**src/rtl/act_stage_pkg.sv**
```systemverilog
// Shared definitions for the activation stage: FSM state encoding and Q16.16 constants.
// EVAL2 exists only when ACT_SIGMOID_EN is defined.
package act_stage_pkg;

  typedef enum logic [1:0] {
    IDLE  = 2'd0,
    EVAL  = 2'd1,
`ifdef ACT_SIGMOID_EN
    EVAL2 = 2'd2,
`endif
    PUSH  = 2'd3
  } act_state_t;

  localparam logic [31:0] Q_FIVE     = 32'h0005_0000;
  localparam logic [31:0] Q_2P375    = 32'h0002_6000;
  localparam logic [31:0] Q_ONE      = 32'h0001_0000;
  localparam logic [31:0] Q_0P84375  = 32'h0000_D800;
  localparam logic [31:0] Q_0P625    = 32'h0000_A000;
  localparam logic [31:0] Q_HALF     = 32'h0000_8000;

endpackage

```
**src/rtl/act_fifo.sv**
```systemverilog
// Synchronous FIFO with modulo-depth pointers; a write while full is accepted
// when a read frees the slot in the same cycle.
module act_fifo #(
  parameter int unsigned WIDTH = 32,
  parameter int unsigned DEPTH = 2
) (
  input  logic                       clk,
  input  logic                       reset,
  input  logic                       wr_en,
  input  logic [WIDTH-1:0]           wr_data,
  input  logic                       rd_en,
  output logic [WIDTH-1:0]           rd_data,
  output logic                       full,
  output logic                       empty,
  output logic [$clog2(DEPTH+1)-1:0] count
);

  localparam int unsigned AW = (DEPTH > 1) ? $clog2(DEPTH) : 1;
  localparam int unsigned CW = $clog2(DEPTH+1);

  logic [WIDTH-1:0] mem [DEPTH];
  logic [AW-1:0]    wr_ptr, rd_ptr;
  logic [CW-1:0]    cnt;
  logic             do_wr, do_rd;

  assign full    = (cnt == CW'(DEPTH));
  assign empty   = (cnt == '0);
  assign count   = cnt;
  assign rd_data = mem[rd_ptr];
  assign do_rd   = rd_en & ~empty;
  assign do_wr   = wr_en & (~full | do_rd);

  always_ff @(posedge clk or posedge reset) begin
    if (reset) begin
      for (int unsigned i = 0; i < DEPTH; i++) mem[i] <= '0;
      wr_ptr <= '0;
      rd_ptr <= '0;
      cnt    <= '0;
    end else begin
      if (do_wr) begin
        mem[wr_ptr] <= wr_data;
        wr_ptr      <= (wr_ptr == AW'(DEPTH-1)) ? '0 : wr_ptr + 1'b1;
      end
      if (do_rd) rd_ptr <= (rd_ptr == AW'(DEPTH-1)) ? '0 : rd_ptr + 1'b1;
      case ({do_wr, do_rd})
        2'b10:   cnt <= cnt + 1'b1;
        2'b01:   cnt <= cnt - 1'b1;
        default: cnt <= cnt;
      endcase
    end
  end

endmodule

```
**src/rtl/act_stage.sv**
```systemverilog
// Activation stage: captures final sums, applies ReLU (or PLAN sigmoid when
// ACT_SIGMOID_EN is defined) and buffers results behind a valid/ack handshake.
module act_stage
  import act_stage_pkg::*;
#(
  parameter int unsigned DATA_WIDTH = 32,
  parameter int unsigned FRAC_BITS  = 16,
  parameter int unsigned FIFO_DEPTH = 2
) (
  input  logic                  clk,
  input  logic                  reset,
  input  logic [DATA_WIDTH-1:0] ac_out,
  input  logic                  ac_rdy,
  input  logic                  off,
  output logic [DATA_WIDTH-1:0] act_out,
  output logic                  act_vld,
  input  logic                  act_ack,
  output logic                  act_busy,
  output logic                  err_ovf,
  input  logic                  err_clr
);

  // Fixed-point constants live in act_stage_pkg as Q16.16; FRAC_BITS is interface-only.
  localparam int unsigned frac_bits_unused = FRAC_BITS;

  act_state_t            state, state_nxt;
  logic                  pend_full, pend_full_nxt;
  logic [DATA_WIDTH-1:0] pend_data, work, result;
  logic                  capture, take, drop, push, pop;
  logic                  fifo_full, fifo_empty;
  logic [$clog2(FIFO_DEPTH+1)-1:0] fifo_count_unused;

`ifdef ACT_SIGMOID_EN
  localparam logic [DATA_WIDTH-1:0] MAG_MAX = {1'b0, {(DATA_WIDTH-1){1'b1}}};
  logic [DATA_WIDTH-1:0] mag, mag_r, sig_y;
  logic                  neg_r, ge_five, ge_mid, ge_one;

  always_comb begin
    if (!work[DATA_WIDTH-1])              mag = work;
    else if (work[DATA_WIDTH-2:0] == '0)  mag = MAG_MAX;
    else                                  mag = ~work + 1'b1;
    if (ge_five)     sig_y = DATA_WIDTH'(Q_ONE);
    else if (ge_mid) sig_y = (mag_r >> 5) + DATA_WIDTH'(Q_0P84375);
    else if (ge_one) sig_y = (mag_r >> 3) + DATA_WIDTH'(Q_0P625);
    else             sig_y = (mag_r >> 2) + DATA_WIDTH'(Q_HALF);
  end
`endif

  always_comb begin
    capture       = ac_rdy & off;
    take          = (state == IDLE) & pend_full;
    drop          = capture & pend_full & ~take;
    pop           = ~fifo_empty & act_ack;
    push          = (state == PUSH) & (~fifo_full | pop);
    pend_full_nxt = capture | (pend_full & ~take);
    state_nxt     = state;
    case (state)
      IDLE:  if (pend_full) state_nxt = EVAL;
`ifdef ACT_SIGMOID_EN
      EVAL:  state_nxt = EVAL2;
      EVAL2: state_nxt = PUSH;
`else
      EVAL:  state_nxt = PUSH;
`endif
      PUSH:  if (push) state_nxt = IDLE;
      default: state_nxt = IDLE;
    endcase
  end

  always_ff @(posedge clk or posedge reset) begin
    if (reset) begin
      state     <= IDLE;
      pend_full <= 1'b0;
      pend_data <= '0;
      work      <= '0;
      result    <= '0;
      act_busy  <= 1'b0;
      err_ovf   <= 1'b0;
`ifdef ACT_SIGMOID_EN
      mag_r     <= '0;
      neg_r     <= 1'b0;
      ge_five   <= 1'b0;
      ge_mid    <= 1'b0;
      ge_one    <= 1'b0;
`endif
    end else begin
      state     <= state_nxt;
      pend_full <= pend_full_nxt;
      act_busy  <= pend_full_nxt | (state_nxt != IDLE);
      if (capture && !drop) pend_data <= ac_out;
      if (take) work <= pend_data;
      if (drop)         err_ovf <= 1'b1;
      else if (err_clr) err_ovf <= 1'b0;
      if (state == EVAL) begin
`ifdef ACT_SIGMOID_EN
        mag_r   <= mag;
        neg_r   <= work[DATA_WIDTH-1];
        ge_five <= (mag >= DATA_WIDTH'(Q_FIVE));
        ge_mid  <= (mag >= DATA_WIDTH'(Q_2P375));
        ge_one  <= (mag >= DATA_WIDTH'(Q_ONE));
`else
        result  <= work[DATA_WIDTH-1] ? '0 : work;
`endif
      end
`ifdef ACT_SIGMOID_EN
      if (state == EVAL2) result <= neg_r ? DATA_WIDTH'(Q_ONE) - sig_y : sig_y;
`endif
    end
  end

  act_fifo #(
    .WIDTH (DATA_WIDTH),
    .DEPTH (FIFO_DEPTH)
  ) u_fifo (
    .clk     (clk),
    .reset   (reset),
    .wr_en   (push),
    .wr_data (result),
    .rd_en   (pop),
    .rd_data (act_out),
    .full    (fifo_full),
    .empty   (fifo_empty),
    .count   (fifo_count_unused)
  );

  assign act_vld = ~fifo_empty;

endmodule

```
**config.mk**
```make
export PLATFORM = sky130hd
export DESIGN_NAME = act_stage
export DESIGN_NICKNAME = d
export VERILOG_FILES = /design/src/rtl/act_stage_pkg.sv /design/src/rtl/act_fifo.sv /design/src/rtl/act_stage.sv
export SDC_FILE = /design/constraint.sdc
export NUM_CORES = 1
export LEC_CHECK = 0
export ABC_AREA = 1
export BUFFER_PORTS_ARGS = -buffer_cell sky130_fd_sc_hd__buf_2
export CORE_UTILIZATION = 45
export CTS_BUF_LIST = sky130_fd_sc_hd__clkbuf_8
export DETAILED_ROUTE_END_ITERATION = 16
export REMOVE_ABC_BUFFERS = 1
export SYNTH_ARGS = -nofsm -noshare
export SYNTH_HDL_FRONTEND = slang
export SYNTH_HIERARCHICAL = 1
export SYNTH_SLANG_ARGS = --single-unit
```
**constraint.sdc**
```tcl
create_clock -name clk -period 4 [get_ports clk]
set_input_delay 0.4 -clock clk [delete_from_list [all_inputs] [get_ports clk]]
set_output_delay 0.4 -clock clk [all_outputs]
set_load 0.03 [all_outputs]
```
# [After elaboration in Yosys (flattened, before gate mapping)]
# Index checks and enable logic that the tools add are counted.
[classes] addsub=4 n_lt_le_gt_ge=3 eq_ne=5 n_mux=15 n_bitwise=18 reduce_logical=8
[op_table] cell="32-bit 2-to-1 mux" n=4
[op_table] cell="64-bit bitwise mux" n=1
[op_table] cell="32-bit demux with 1-bit select" n=1
[op_table] cell="31-bit 2-to-1 mux" n=1
[op_table] cell="1-bit AND" n=9
[op_table] cell="2-bit == test (second input constant)" n=3
[op_table] cell="2-bit case mux with 3 select lines" n=1
[op_table] cell="2-bit nonzero test" n=3
[op_table] cell="2-bit by 1-bit == test with 1-bit output (second input constant)" n=2
[op_table] cell="2-bit greater-or-equal comparator (second input constant)" n=2
[op_table] cell="2-bit logical NOT" n=2
[op_table] cell="1-bit 2-to-1 mux" n=4
[op_table] cell="2-bit 2-to-1 mux" n=2
[op_table] cell="1-bit inverter with 2-bit output" n=2
[op_table] cell="1-bit OR" n=4
[op_table] cell="2-bit case mux with 2 select lines" n=1
[op_table] cell="1-bit inverter" n=3
[op_table] cell="1-bit adder (second input constant)" n=2
[op_table] cell="2-bit by 1-bit adder with 2-bit output (second input constant)" n=1
[op_table] cell="1-bit logical AND" n=2
[op_table] cell="2-bit by 1-bit < comparator with 1-bit output (second input constant)" n=1
[op_table] cell="2-bit by 1-bit subtractor with 2-bit output (second input constant)" n=1
[op_table] cell="1-bit logical NOT" n=1
[totals] ff_bits=169 inputBits=38

# [Longest topological paths before layout]
# Gate-level depths: netlist (run 1).
[logic_depth] word_depth=9 mapped_depth=14 mapped_depth_nobuf=14

# [Cells and area by module]
# The synthesis (run 1) kept the hierarchy.
[modules_own_cells] module="act_stage" n_inst=1 cells_each=443 area_per_inst_um2=4070.2
[modules_own_cells] module="act_fifo" n_inst=1 cells_each=375 area_per_inst_um2=3065.4

# [Least setup slack after synthesis (run 1)]
# Ideal clock, no wire load.
[synth_timing] path_type="flip-flop to flip-flop" startpoint="register u_fifo.cnt[1], in the netlist u_fifo/count[1]" endpoint="register u_fifo/mem[32] (netlist bit)" arrival_time_ns=1.844 t_required_ns=3.879 setup_slack_ns=2.036 stages_incl_launch_ff=13 path_buffers=1 synth_period_minus_slack_ns=1.964 cell_sequence="dfrtp_1 > inv_1 > nand2_1 > inv_1 > inv_1 > nand2_1 > nand2_1 > nand2_1 > nor2_1 > nand2_4 > nor2_8 > buf_2 > o21ai_1"
[synth_via] elab_chain_cells=6 elab_cells_between_ends=10 cone_classes="eq/ne: 1; bitwise: 8; reduce/logical: 1"
[synth_rtl] item="from (decl)" line_no="act_fifo.sv:23" source="logic [CW-1:0] cnt;"
[synth_rtl] item="from (signal assigned)" line_no="act_fifo.sv:46" source="2'b10: cnt <= cnt + 1'b1;"
[synth_rtl] item="from (signal assigned)" line_no="act_fifo.sv:47" source="2'b01: cnt <= cnt - 1'b1;"
[synth_rtl] item="from (signal assigned)" line_no="act_fifo.sv:48" source="default: cnt <= cnt;"
[synth_rtl] item="2-bit logical NOT" line_no="act_fifo.sv:27" source="assign empty = (cnt == '0);"
[synth_rtl] item="net fifo_empty" line_no="act_stage.sv:30" source="logic fifo_full, fifo_empty;"
[synth_rtl] item="1-bit inverter"
[synth_rtl] item="net act_vld" line_no="act_stage.sv:16" source="output logic act_vld,"
[synth_rtl] item="1-bit AND" line_no="act_stage.sv:53" source="pop = ~fifo_empty & act_ack;"
[synth_rtl] item="1-bit OR" line_no="act_stage.sv:54" source="push = (state == PUSH) & (~fifo_full | pop);"
[synth_rtl] item="1-bit AND" line_no="act_stage.sv:54"
[synth_rtl] item="net push" line_no="act_stage.sv:29" source="logic capture, take, drop, push, pop;"
[synth_rtl] item="1-bit AND" line_no="act_fifo.sv:31" source="assign do_wr = wr_en & (~full | do_rd);"
[synth_rtl] item="to (signal, indexed assignment)" line_no="act_fifo.sv:41" source="mem[wr_ptr] <= wr_data;"
[synth_rtl] item="to (decl)" line_no="act_fifo.sv:21" source="logic [WIDTH-1:0] mem [DEPTH];"
# The timed path passes the listed nets, and every way through them passes these cells.
# A chain may end at the register's enable or synchronous reset.

# [Worst setup path after layout (run 1)]
[layout_timing] startpoint="register u_fifo.cnt[0], in the netlist u_fifo/count[0]" endpoint="register u_fifo/mem[35] (netlist bit)"
[layout_via] elab_chain_cells=6 elab_cells_between_ends=10 cone_classes="eq/ne: 1; bitwise: 8; reduce/logical: 1"
[layout_rtl] item="2-bit logical NOT" line_no="act_fifo.sv:27"
[layout_rtl] item="net fifo_empty" line_no="act_stage.sv:30"
[layout_rtl] item="1-bit inverter" line_no="act_stage.sv:53"
[layout_rtl] item="1-bit AND" line_no="act_stage.sv:53"
[layout_rtl] item="1-bit OR" line_no="act_stage.sv:54"
[layout_rtl] item="1-bit AND" line_no="act_stage.sv:54"
[layout_rtl] item="net push" line_no="act_stage.sv:29"
[layout_rtl] item="1-bit AND" line_no="act_fifo.sv:31"
# The timed path passes the listed nets, and every way through them passes these cells.

==> results.md, run 1 <==
* Synth top area share at 58.9%
* Cell Area, Placed at 0.00751 mm2
* Largest net degree at the start of global routing at 80
* Tcrit/Tclk final at 67.6%
* Status: finished clean
* Hold WC Path Type: in -> async
* Global-route wire length before repair at 27.1 mm
* Synth area leaders: dfrtp_1, nand2_1, nand3_1
* FF/Latch Area at 0.00421 mm2
* Worst skew pair latency at 0.45 ns
* Clock Skews at 0.00779 ns
* Max-capacitance violation count at 0
* Worst-path fanout max at 64
* WL/cell at 14.8 um
* DIE AREA at 0.0164 mm2
* Final setup vio count at 0
* Tot Pwr at 6.19 mW
* N_diodes at 0
* Pre-CTS setup slack at 1.35 ns
* # DRC at 0
* Share of layout cells above drive strength 1 at 13.8%
* Maximum root-to-sink buffer count at 2
* Slew @ Worst Pin at 1.16 ns
* Largest area contributor in the netlist: dfrtp_1
* Crit path DAT at 3.08 ns
* Yosys cell types at 26
* Vias per inst at 5.02
* Core area at 0.0153 mm2
* Setup_tns at 0 ns
* Hold-fix buffers, CTS at 0
* Post-DP HPWL at 9.24 mm
* DR vias at 5,434
* Finished Core Util at 51.5%
* DR pass1 iterations at 5
* R2r setup slk at 1.30 ns
* FF-to-FF End: u_fifo/mem[35]$_DFFE_PP0P_
* Grt ovf at 0
* Vias in the first global route at 5,321
* Area growth from synthesis to layout at 10.6%
* Worst Path Required at 4.37 ns
* Final instance area at 0.00789 mm2
* Die width at 128 um
* Layout fillers at 1,487
* Tmin final at 2.70 ns
* Final net count at 901
* Worst relative slew slack at 22.6%
* Port Buf Inserts at 72
* Die H at 128 um
* DRT iter0 DRCs at 452
* Clock sink count at 168
* Cell Pwr Density at 785 mW/mm2
* Cts repair resizes at 0
* Mapped Area at 0.00714 mm2
* RSZ-0062 raised after global routing: no
* Synth Register Bits at 168
* Final WL at 16.1 mm
* Slew Viols, Final at 0
* CP endpoint kind: register
* Multi-input gate area at 0.00244 mm2
* Peak VDD IR at 423 uV
* Root Driver: clkbuf_8
* CP Class: reg -> reg
* ANT nets after route at 0
* Syn Inst Count at 818
* RePlAce Congestion at 0.731
* Avg Cell Area, Syn at 8.72 um2
* F_max at 370 MHz
* I/O Pins at 73
* Setup Fix Bufs, Post-CTS at 0
* Htree depth at 4
* Clock-pin slew on the worst setup and hold paths at 0.08 ns
* Sequential element share of the synthesized area at 58.9%
* CTS tree: yes
* Setup crit start kind: register
* Ys Warns at 6
* Critical R2R Launch: u_fifo/count[0]$_DFFE_PP0P_
* TritonCTS Buffers at 17
* Starting Density at 46.6%
* Initial antenna violation count at 0
* Rows at 45
* Pleak at 4.21 nW
* Worst reg-to-reg path cell count at 12
* Final critical-path setup slack at 1.30 ns
* All-layer global routing usage at 21.7%
* Hold Vio Cnt, Final at 0
## flip-flops by register name (all words and copies together), names as in the netlist
register       flops
u_fifo/rd_ptr      1
work              32
u_fifo/wr_ptr      1
u_fifo/mem        64
err_ovf            1
u_fifo/count       2
pend_data         32
state              2
act_busy           1
pend_full          1
result            31
## logic make-up (layout without fill, tap and decap cells)
group	Yosys count	count (layout)	share of synthesized area, %
other cells	1	2	0.0526
simple gates	413	413	24.5
compound gates	132	132	9.47
flops	168	168	58.9
buf+inv	103	156	6.96
xor+xnor	1	1	0.123
## synthesized netlist by cell type (all sizes together)
cell type	number
clkinv	1
buf	29
o31ai	1
clkbuf	25
dfrtp	168
o21ai	128
nand3b	1
xnor2	1
o22ai	1
a21oi	2
conb	1
nand2	303
nand3	99
inv	48
nor2	10
## worst max-delay path by stage
stage | startpoint | end | slack, ns | cells after the start
floorplan | reset | act_busy$_DFF_PP0_ | 0.98 | 1
global placement | state[0]$_DFF_PP0_ | u_fifo/mem[47]$_DFFE_PP0P_ | 1.44 | 6
detailed placement | u_fifo/count[0]$_DFFE_PP0P_ | u_fifo/mem[51]$_DFFE_PP0P_ | 1.35 | 11
CTS | u_fifo/count[0]$_DFFE_PP0P_ | u_fifo/mem[32]$_DFFE_PP0P_ | 1.33 | 12
global route | u_fifo/count[0]$_DFFE_PP0P_ | u_fifo/mem[47]$_DFFE_PP0P_ | 1.0 | 12
finish | u_fifo/count[0]$_DFFE_PP0P_ | u_fifo/mem[35]$_DFFE_PP0P_ | 1.30 | 12
## cell type report
cell class                      count  area share [%]
Multi-Input combinational cell    548            30.9
Inverter                           49            2.36
Clock buffer                       25            4.36
Clock inverter                      3           0.492
Timing Repair Buffer               79            5.23
Tap cell                          211            3.35
Sequential cell                   168            53.3
## where the power goes
part | switching (mW) | internal [mW]
sequential | 0.480 | 2.38
combinational | 1.57 | 0.592
clock | 0.564 | 0.610
## per-stage QoR
stage	hold slack, ns	std cells
finish	0.0924	1083
global route	0.125	1083
CTS	0.0999	1083
detailed placement	0.459	1055
global placement	0.454	1055
floorplan	0.443	765
## layer usage
| metal | vias up | GRT usage (%) | share of wire (%) |
|---|---|---|---|
| li1 | 2699 | - | - |
| met1 | 2606 | 28.6 | 46 |
| met2 | 113 | 35.8 | 49 |
| met3 | 16 | 3.84 | 4.2 |
| met4 | 0 | 8.51 | 1.3 |
| met5 | - | 0 | 0 |
## critical path, stage by stage (launching register included)
cell	delay (ns)
dfrtp_1	0.44
inv_2	0.09
nand2_1	0.10
inv_1	0.05
inv_1	0.06
nand2_1	0.06
nand2_1	0.05
nand2_1	0.06
nor2_1	0.31
nand2_4	0.34
nor2_8	0.74
nand2_1	0.15
o21ai_1	0.11
## layout by cell type (no fill, tap or decap), types with 2 or more instances in the layout
master	n
o21ai_1	28
nand2_1	300
nand2_4	2
inv_2	3
a21oi_1	2
buf_2	72
nor2_1	6
clkbuf_8	25
nand3_1	99
nor2_4	3
o21ai_0	99
dfrtp_1	167
conb_1	2
buf_4	7
inv_1	45
No activity file was read; power rests on OpenSTA's default activity.
==> run 2, diff against run 1 <==
--- a/config.mk
+++ b/config.mk
@@ -10,6 +10,7 @@
 export CORE_UTILIZATION = 45
 export CTS_BUF_LIST = sky130_fd_sc_hd__clkbuf_8
 export DETAILED_ROUTE_END_ITERATION = 16
+export PLACE_DENSITY = 0.66
 export REMOVE_ABC_BUFFERS = 1
 export SYNTH_ARGS = -nofsm -noshare
 export SYNTH_HDL_FRONTEND = slang
==> constraint.sdc (replaced) <==
create_clock -name clk -period 2.4 [get_ports clk]
set_input_delay 0.24 -clock clk [delete_from_list [all_inputs] [get_ports clk]]
set_output_delay 0.24 -clock clk [all_outputs]
set_load 0.03 [all_outputs]
==> results.md, run 2 (synthesis gave the netlist of run 1 again) <==
* Status: finished clean
* Rows at 45 (unchanged)
* Seq pwr share at 46.0% (-0.2 points)
* Vias in the first global route at 4,925 (-7.4%)
* Finished Core Util at 52.5% (+1.0 points)
* Largest register by flop count: u_fifo/mem
* Clk pwr share at 17.5% (-1.5 points)
* Slew Viols, Final at 0 (unchanged)
* Internal at 5.92 mW (+65%)
* All-layer global routing usage at 19.1% (-2.6 points)
* Peak VDD IR at 504 uV (+19%)
* Top delay family on crit path: simple AND/OR/NAND/NOR gates
* Largest net degree at the start of global routing at 66 (-18%)
* Cts repair resizes at 0 (unchanged)
* Starting Density at 46.6% (unchanged)
* Worst reg-to-reg path cell count at 13 (+1)
* Worst-path fanout max at 22 (-66%)
* I/O Pins at 73 (unchanged)
* Worst Path Required at 2.78 ns (-1.59 ns)
* Max reg flops at 64 (unchanged)
* Final WL at 14.3 mm (-11%)
* DR pass1 iterations at 5 (unchanged)
* TritonCTS Buffers at 17 (unchanged)
* Final critical-path setup slack at 0.463 ns (-0.834 ns)
* Post-DP HPWL at 9.21 mm (-0.32%)
* Slew @ Worst Pin at 0.881 ns (-0.279 ns)
* Global-route wire length before repair at 24.6 mm (-9.1%)
* Pleak at 4.30 nW (+2.2%)
* Hold WC Path Type: in -> reg
* Die H at 128 um (unchanged)
* Layout fillers at 1,509 (+1.5%)
* Tcrit/Tclk final at 80.7% (+13 points)
* RSZ-0062 raised after global routing: no
* Hold Vio Cnt, Final at 0 (unchanged)
* Critical path buffer and inverter count at 4 (+1)
* Placed cell count at 1,063 (+0.76%)
* Hold slack at 0.0331 ns (-0.0593 ns)
* Hold Path Stages at 3
* Maximum root-to-sink buffer count at 2 (unchanged)
* Final setup vio count at 0 (unchanged)
* CP Class: reg -> reg
* DRT iter0 DRCs at 383 (-15%)
* Area growth from synthesis to layout at 12.8%
* Slowest cell on crit path: dfrtp_1
* Commonest non-fill, non-tap cells in the layout: nand2_1, dfrtp_1, nand3_1, o21ai_0, buf_2
* Setup crit start kind: register
* CTS tree: yes
* Worst path max stage delay at 0.42 ns (-0.32 ns)
* RePlAce Congestion at 0.754 (+3.2%)
* Grt ovf at 0 (unchanged)
* Fin cells at 1,101 (+1.7%)
* Clock sink count at 168 (unchanged)
* N_diodes at 0 (unchanged)
* Tmin final at 1.94 ns (-0.766 ns)
* Port Buf Inserts at 72 (unchanged)
* Levels on crit path at 13 (+1)
* Share of layout cells above drive strength 1 at 14.0% (+0.28 points)
* Cell Pwr Density at 1260 mW/mm2 (+60%)
* DR vias at 5,381 (-0.98%)
* Crit-path cells: inv_2 > nand2_1 > inv_1 > inv_1 > nand2_1 > nand2_1 > nand2_1 > nor2_1 > nand2_4 > nor2_4 > buf_12 > nand2_1 > nand2_1
* CP endpoint kind: register
* WL/cell at 13.0 um (-13%)
* Most used cell, CP: nand2_1
* # DRC at 0 (unchanged)
* Tot Pwr at 10.1 mW (+64%)
* Largest regs: u_fifo/mem x64, pend_data x32, work x32
* Sw Ratio at 41.5% (-0.63 points)
* F_max at 516 MHz (+40%)
* Worst relative slew slack at 41.2% (+19 points)
* ANT nets after route at 0 (unchanged)
* Pre-CTS setup slack at 0.480 ns (-0.868 ns)
* Crit path DAT at 2.32 ns (-0.76 ns)
* Most common cell after layout, fill and taps aside: nand2_1
* Clock-pin slew on the worst setup and hold paths at 0.08 ns (about the same)
* Vias per inst at 4.89 (-2.6%)
* Switching power at 4.21 mW (+61%)
* Core area at 0.0153 mm2 (unchanged)
* Htree depth at 4 (unchanged)
* Initial antenna violation count at 0 (unchanged)
* DIE AREA at 0.0164 mm2 (unchanged)
* Worst skew pair latency at 0.44 ns (about the same)
* Die width at 128 um (unchanged)
* Root Driver: clkbuf_8
* Comb power frac at 36.5% (+1.6 points)
* Final net count at 916 (+1.7%)
* Max-capacitance violation count at 0 (unchanged)
* Clock Skews at 0.0114 ns (+0.00360 ns)
## run 2: layer usage
metal | up-vias | GRT usage, % | part of all wire [%]
met5 | - | 0 | 0
met4 | 0 | 6.44 | 1.0
met3 | 11 | 3.63 | 4.3
met2 | 129 | 27.2 | 42
met1 | 2500 | 29.1 | 52
li1 | 2741 | - | -
## run 2: layout make-up
class / count / area (um2) / area share (%)
inverter: 49 / 186 / 2.32
timing repair buffer: 94 / 606 / 7.52
clock inverter: 8 / 32.5 / 0.404
multi-input combinational: 548 / 2440 / 30.3
sequential: 168 / 4200 / 52.2
clock buffer: 23 / 317 / 3.93
tap: 211 / 264 / 3.28
## run 2: worst reg2reg max path: cells and delay by family, from the launching register on
kind,cells,cell delay (ns)
AND/OR/NAND/NOR,9,1.05
flip-flops,1,0.42
buffers and inverters,4,0.41
## run 2: repair_timing
item | CTS | global route
hold endpoints to repair | 56 | 0
setup endpoints to repair | 0 | 0
setup buffers | 0 | 0
hold buffers | 7 | 0
## run 2: final timing paths
path	endpoint	from	slack, ns
min	pend_data[22]$_DFFE_PP0P_	ac_out[22]	0.03
max	u_fifo/mem[17]$_DFFE_PP0P_	u_fifo/count[0]$_DFFE_PP0P_	0.46
min reg2reg	pend_data[22]$_DFFE_PP0P_	pend_data[22]$_DFFE_PP0P_	0.47
min in group asynchronous	result[17]$_DFFE_PP0N_	reset	0.37
max reg2reg	u_fifo/mem[17]$_DFFE_PP0P_	u_fifo/count[0]$_DFFE_PP0P_	0.46
max in group asynchronous	u_fifo/wr_ptr$_DFFE_PP0P_	reset	1.32
## run 2: metrics by stage
stage	setup TNS, ns	cell area (um2)
3_3_place_gp	0	7630
3_5_place_dp	0	7630
2_1_floorplan	-45.88	6830
4_1_cts	0	8050
5_1_grt	0	8050
6_report	0	8050
## run 2: power groups by stage
stage,clock network [mW],logic (mW),registers [mW]
after floorplan,0,2.45,4.68
after global placement,0,3.65,4.69
after detailed placement,0,3.73,4.71
after CTS,1.84,3.74,4.65
after global routing,1.96,4.22,4.80
final,1.77,3.69,4.66
==> run 3, diff against run 2 <==
--- a/config.mk
+++ b/config.mk
@@ -5,12 +5,11 @@
 export SDC_FILE = /design/constraint.sdc
 export NUM_CORES = 1
 export LEC_CHECK = 0
-export ABC_AREA = 1
+export ABC_AREA = 0
 export BUFFER_PORTS_ARGS = -buffer_cell sky130_fd_sc_hd__buf_2
 export CORE_UTILIZATION = 45
 export CTS_BUF_LIST = sky130_fd_sc_hd__clkbuf_8
 export DETAILED_ROUTE_END_ITERATION = 16
-export PLACE_DENSITY = 0.66
 export REMOVE_ABC_BUFFERS = 1
 export SYNTH_ARGS = -nofsm -noshare
 export SYNTH_HDL_FRONTEND = slang
==> constraint.sdc (replaced) <==
create_clock -name clk -period 1.8 [get_ports clk]
set_input_delay 0.18 -clock clk [delete_from_list [all_inputs] [get_ports clk]]
set_output_delay 0.18 -clock clk [all_outputs]
set_load 0.03 [all_outputs]
==> results.md, run 3 <==
* Area growth from synthesis to layout at 30.0%
* Die width at 128 um (about the same)
* Vias per inst at 4.89 (about the same)
* Crit-path cells: nor2_2 > nor2b_2 > or3b_4 > and3_4 > buf_12 > clkbuf_16 > mux2_4
* Initial antenna violation count at 0 (unchanged)
* Peak VDD IR at 757 uV (+50%)
* Worst-path fanout max at 4 (-82%)
* Synth Register Bits at 168 (unchanged)
* Largest net degree at the start of global routing at 69 (+4.5%)
* Worst relative slew slack at 30.5% (-11 points)
* CP endpoint kind: register
* Root Driver: clkbuf_8
* Share of layout cells above drive strength 1 at 49.7% (+36 points)
* Tcrit/Tclk final at 107% (+26 points)
* Post-DP HPWL at 8.36 mm (-9.1%)
* Failing checks: setup timing
* Crit path DAT at 2.25 ns (-0.07 ns)
* Maximum root-to-sink buffer count at 2 (unchanged)
* Syn Inst Count at 490 (-40%)
* Tot Pwr at 17.2 mW (+70%)
* Synth top area share at 58.8% (-0.072 points)
* I/O Pins at 73 (unchanged)
* WL/cell at 17.2 um (+33%)
* Worst skew pair latency at 0.45 ns (about the same)
* Placed cell count at 770 (-28%)
* Slew @ Worst Pin at 1.04 ns (+0.161 ns)
* Tmin final at 1.92 ns (-0.0147 ns)
* # DRC at 0 (unchanged)
* Htree depth at 4 (unchanged)
* Final instance area at 0.00929 mm2 (+15%)
* RePlAce Congestion at 0.711 (-5.8%)
* ANT nets after route at 0 (unchanged)
* Final critical-path setup slack at -0.123 ns (-0.585 ns)
* Hold WC Path Type: in -> reg
* Synth area leaders: dfrtp_1, mux2_2, mux2_4
* Commonest non-fill, non-tap cells in the layout: dfrtp_1, mux2_4, buf_2
* Ys Warns at 6 (unchanged)
* Worst path max stage delay at 0.41 ns (about the same)
* RSZ-0062 raised after global routing: yes
* DRT iter0 DRCs at 138 (-64%)
* Cell Area, Placed at 0.00786 mm2 (+3.1%)
* Status: finished with violations
* Most common cell after layout, fill and taps aside: dfrtp_1
* Clock Skews at 0.0151 ns (+0.00373 ns)
* Fin cells at 857 (-22%)
* Cell Pwr Density at 1860 mW/mm2 (+48%)
* Largest regs: u_fifo/mem x64, pend_data x32, work x32
* Setup crit start kind: register
* Clock-pin slew on the worst setup and hold paths at 0.09 ns (about the same)
* Worst Path Required at 2.13 ns (-0.65 ns)
* F_max at 520 MHz (+0.76%)
* Layout fillers at 1,215 (-19%)
* Rows at 45 (unchanged)
* All-layer global routing usage at 18.9% (-0.18 points)
* Synth cell count leaders: dfrtp_1, mux2_2, mux2_4, nand2_1, nand2b_1
* FF/Latch Area at 0.00421 mm2 (about the same)
* Hold slack at 0.0469 ns (+0.0138 ns)
* Slew Viols, Final at 0 (unchanged)
* Grt ovf at 0 (unchanged)
* Setup_tns at -6.18 ns (-6.18 ns)
* Clock sink count at 168 (unchanged)
* Die H at 128 um (about the same)
* DR pass1 iterations at 4 (-1)
* Core area at 0.0154 mm2 (+0.37%)
* Final WL at 14.8 mm (+3.5%)
* Predominant post-synthesis flop cell: dfrtp_1
* N_diodes at 0 (unchanged)
* Starting Density at 46.5% (-0.11 points)
* Yosys cell types at 32 (+23%)
* CTS tree: yes
* Vias in the first global route at 4,478 (-9.1%)
* Asr flop ratio synth at 100% (unchanged)
* Max reg flops at 64 (unchanged)
* Final setup vio count at 84 (+84)
* Max-capacitance violation count at 0 (unchanged)
* Top delay family on crit path: simple AND/OR/NAND/NOR gates
* Sequential element share of the synthesized area at 58.8% (-0.072 points)
* Largest area contributor in the netlist: dfrtp_1
* Final net count at 671 (-27%)
* Largest register by flop count: u_fifo/mem
* Post-synth EDFFs at 0 (unchanged)
* Hold Vio Cnt, Final at 0 (unchanged)
* CP Class: reg -> reg
* Mapped Area at 0.00714 mm2 (+0.12%)
* Top-count cell post-synth: dfrtp_1
* Avg Cell Area, Syn at 14.6 um2 (+67%)
* Critical path buffer and inverter count at 2 (-2)
* Port Buf Inserts at 72 (unchanged)
* Multi-input gate area at 0.00296 mm2 (+21%)
* DR vias at 4,190 (-22%)
* Pleak at 4.52 nW (+5.1%)
* Slowest cell on crit path: dfrtp_1
* TritonCTS Buffers at 17 (unchanged)
* DIE AREA at 0.0164 mm2 (+0.12%)
* Global-route wire length before repair at 23.3 mm (-5.3%)
[run 3: changes by cell type in the layout (fill, tap and decap cells not counted), sizes merged, moves of 6 or more]
cell / change
nand2: -268
mux2: +160
nand3: -97
o21ai: -95
inv: -46
nand2b: +34
dlygate4sd3: +29
buf: +24
nor2: -7
clkinv: +6
[run 3: final cells by class]
cell class,count,share of cell area (%)
Multi-Input combinational cell,289,31.8
Clock inverter,13,1.13
Tap cell,211,2.84
Clock buffer,19,2.82
Sequential cell,168,45.3
Inverter,6,0.310
Timing Repair Buffer,151,15.8
[run 3: path summary, 6_finish.rpt]
| check | start | end | slack [ns] | cells after the start |
|---|---|---|---|---|
| setup / recovery | u_fifo/count[0]$_DFFE_PP0P_ | u_fifo/mem[0]$_DFFE_PP0P_ | -0.12 | 7 |
| hold / removal | ac_rdy | err_ovf$_DFFE_PP0P_ | 0.05 | 3 |
| setup reg to reg | u_fifo/count[0]$_DFFE_PP0P_ | u_fifo/mem[0]$_DFFE_PP0P_ | -0.12 | 7 |
| hold reg to reg | u_fifo/wr_ptr$_DFFE_PP0P_ | u_fifo/wr_ptr$_DFFE_PP0P_ | 0.50 | 1 |
| max in group asynchronous | reset | state[0]$_DFF_PP0_ | 0.90 | 4 |
| min in group asynchronous | reset | pend_data[20]$_DFFE_PP0P_ | 0.30 | 3 |
[run 3: repair_timing]
action                     4_1_cts  5_1_grt
hold buffers                    36        0
pin swaps                        3        2
setup buffers                   11        3
hold endpoints to repair       130        0
gates resized for setup         58       66
setup endpoints to repair       96       96
cloned                           3        5
[run 3: metrics by stage]
step	util (%)	setup WS [ns]
after global routing	60.4	-0.163
after global placement	51.1	-0.126
after floorplan	-	-0.999
after detailed placement	51.1	-0.181
after CTS	58.2	-0.0910
final	60.4	-0.123
[run 3: cells by family after synthesis]
| group | count (synthesis) | share of synthesized area, % |
|---|---|---|
| and+or+nand+nor | 84 | 6.48 |
| DFF | 168 | 58.8 |
| xor gates and xnor gates | 3 | 0.368 |
| buffers and inverters | 34 | 2.92 |
| other | 1 | 0.0525 |
| AOI/OAI and AO/OA | 40 | 2.96 |
| muxes | 160 | 28.4 |
[run 3: layer usage]
metal  vias up  global-route usage (%)  wire length [um]
met5         -                       0                 0
met3        14                    4.38               369
li1       1971                       -                 -
met4         0                    6.16               157
met1      2143                    24.2              6820
met2        62                    31.8              7410
[run 3: report_power, final]
| group | internal, mW | total [mW] | switching [mW] |
|---|---|---|---|
| sequential | 5.48 | 6.65 | 1.16 |
| combinational | 4.68 | 8.08 | 3.41 |
| clock | 1.15 | 2.51 | 1.36 |
| total | 11.3 | 17.2 | 5.93 |
[run 3: tightest hold or removal path, cell delays in order]
cell     delay, ns
buf_2         0.13
nand3_1       0.09
o22ai_1       0.06
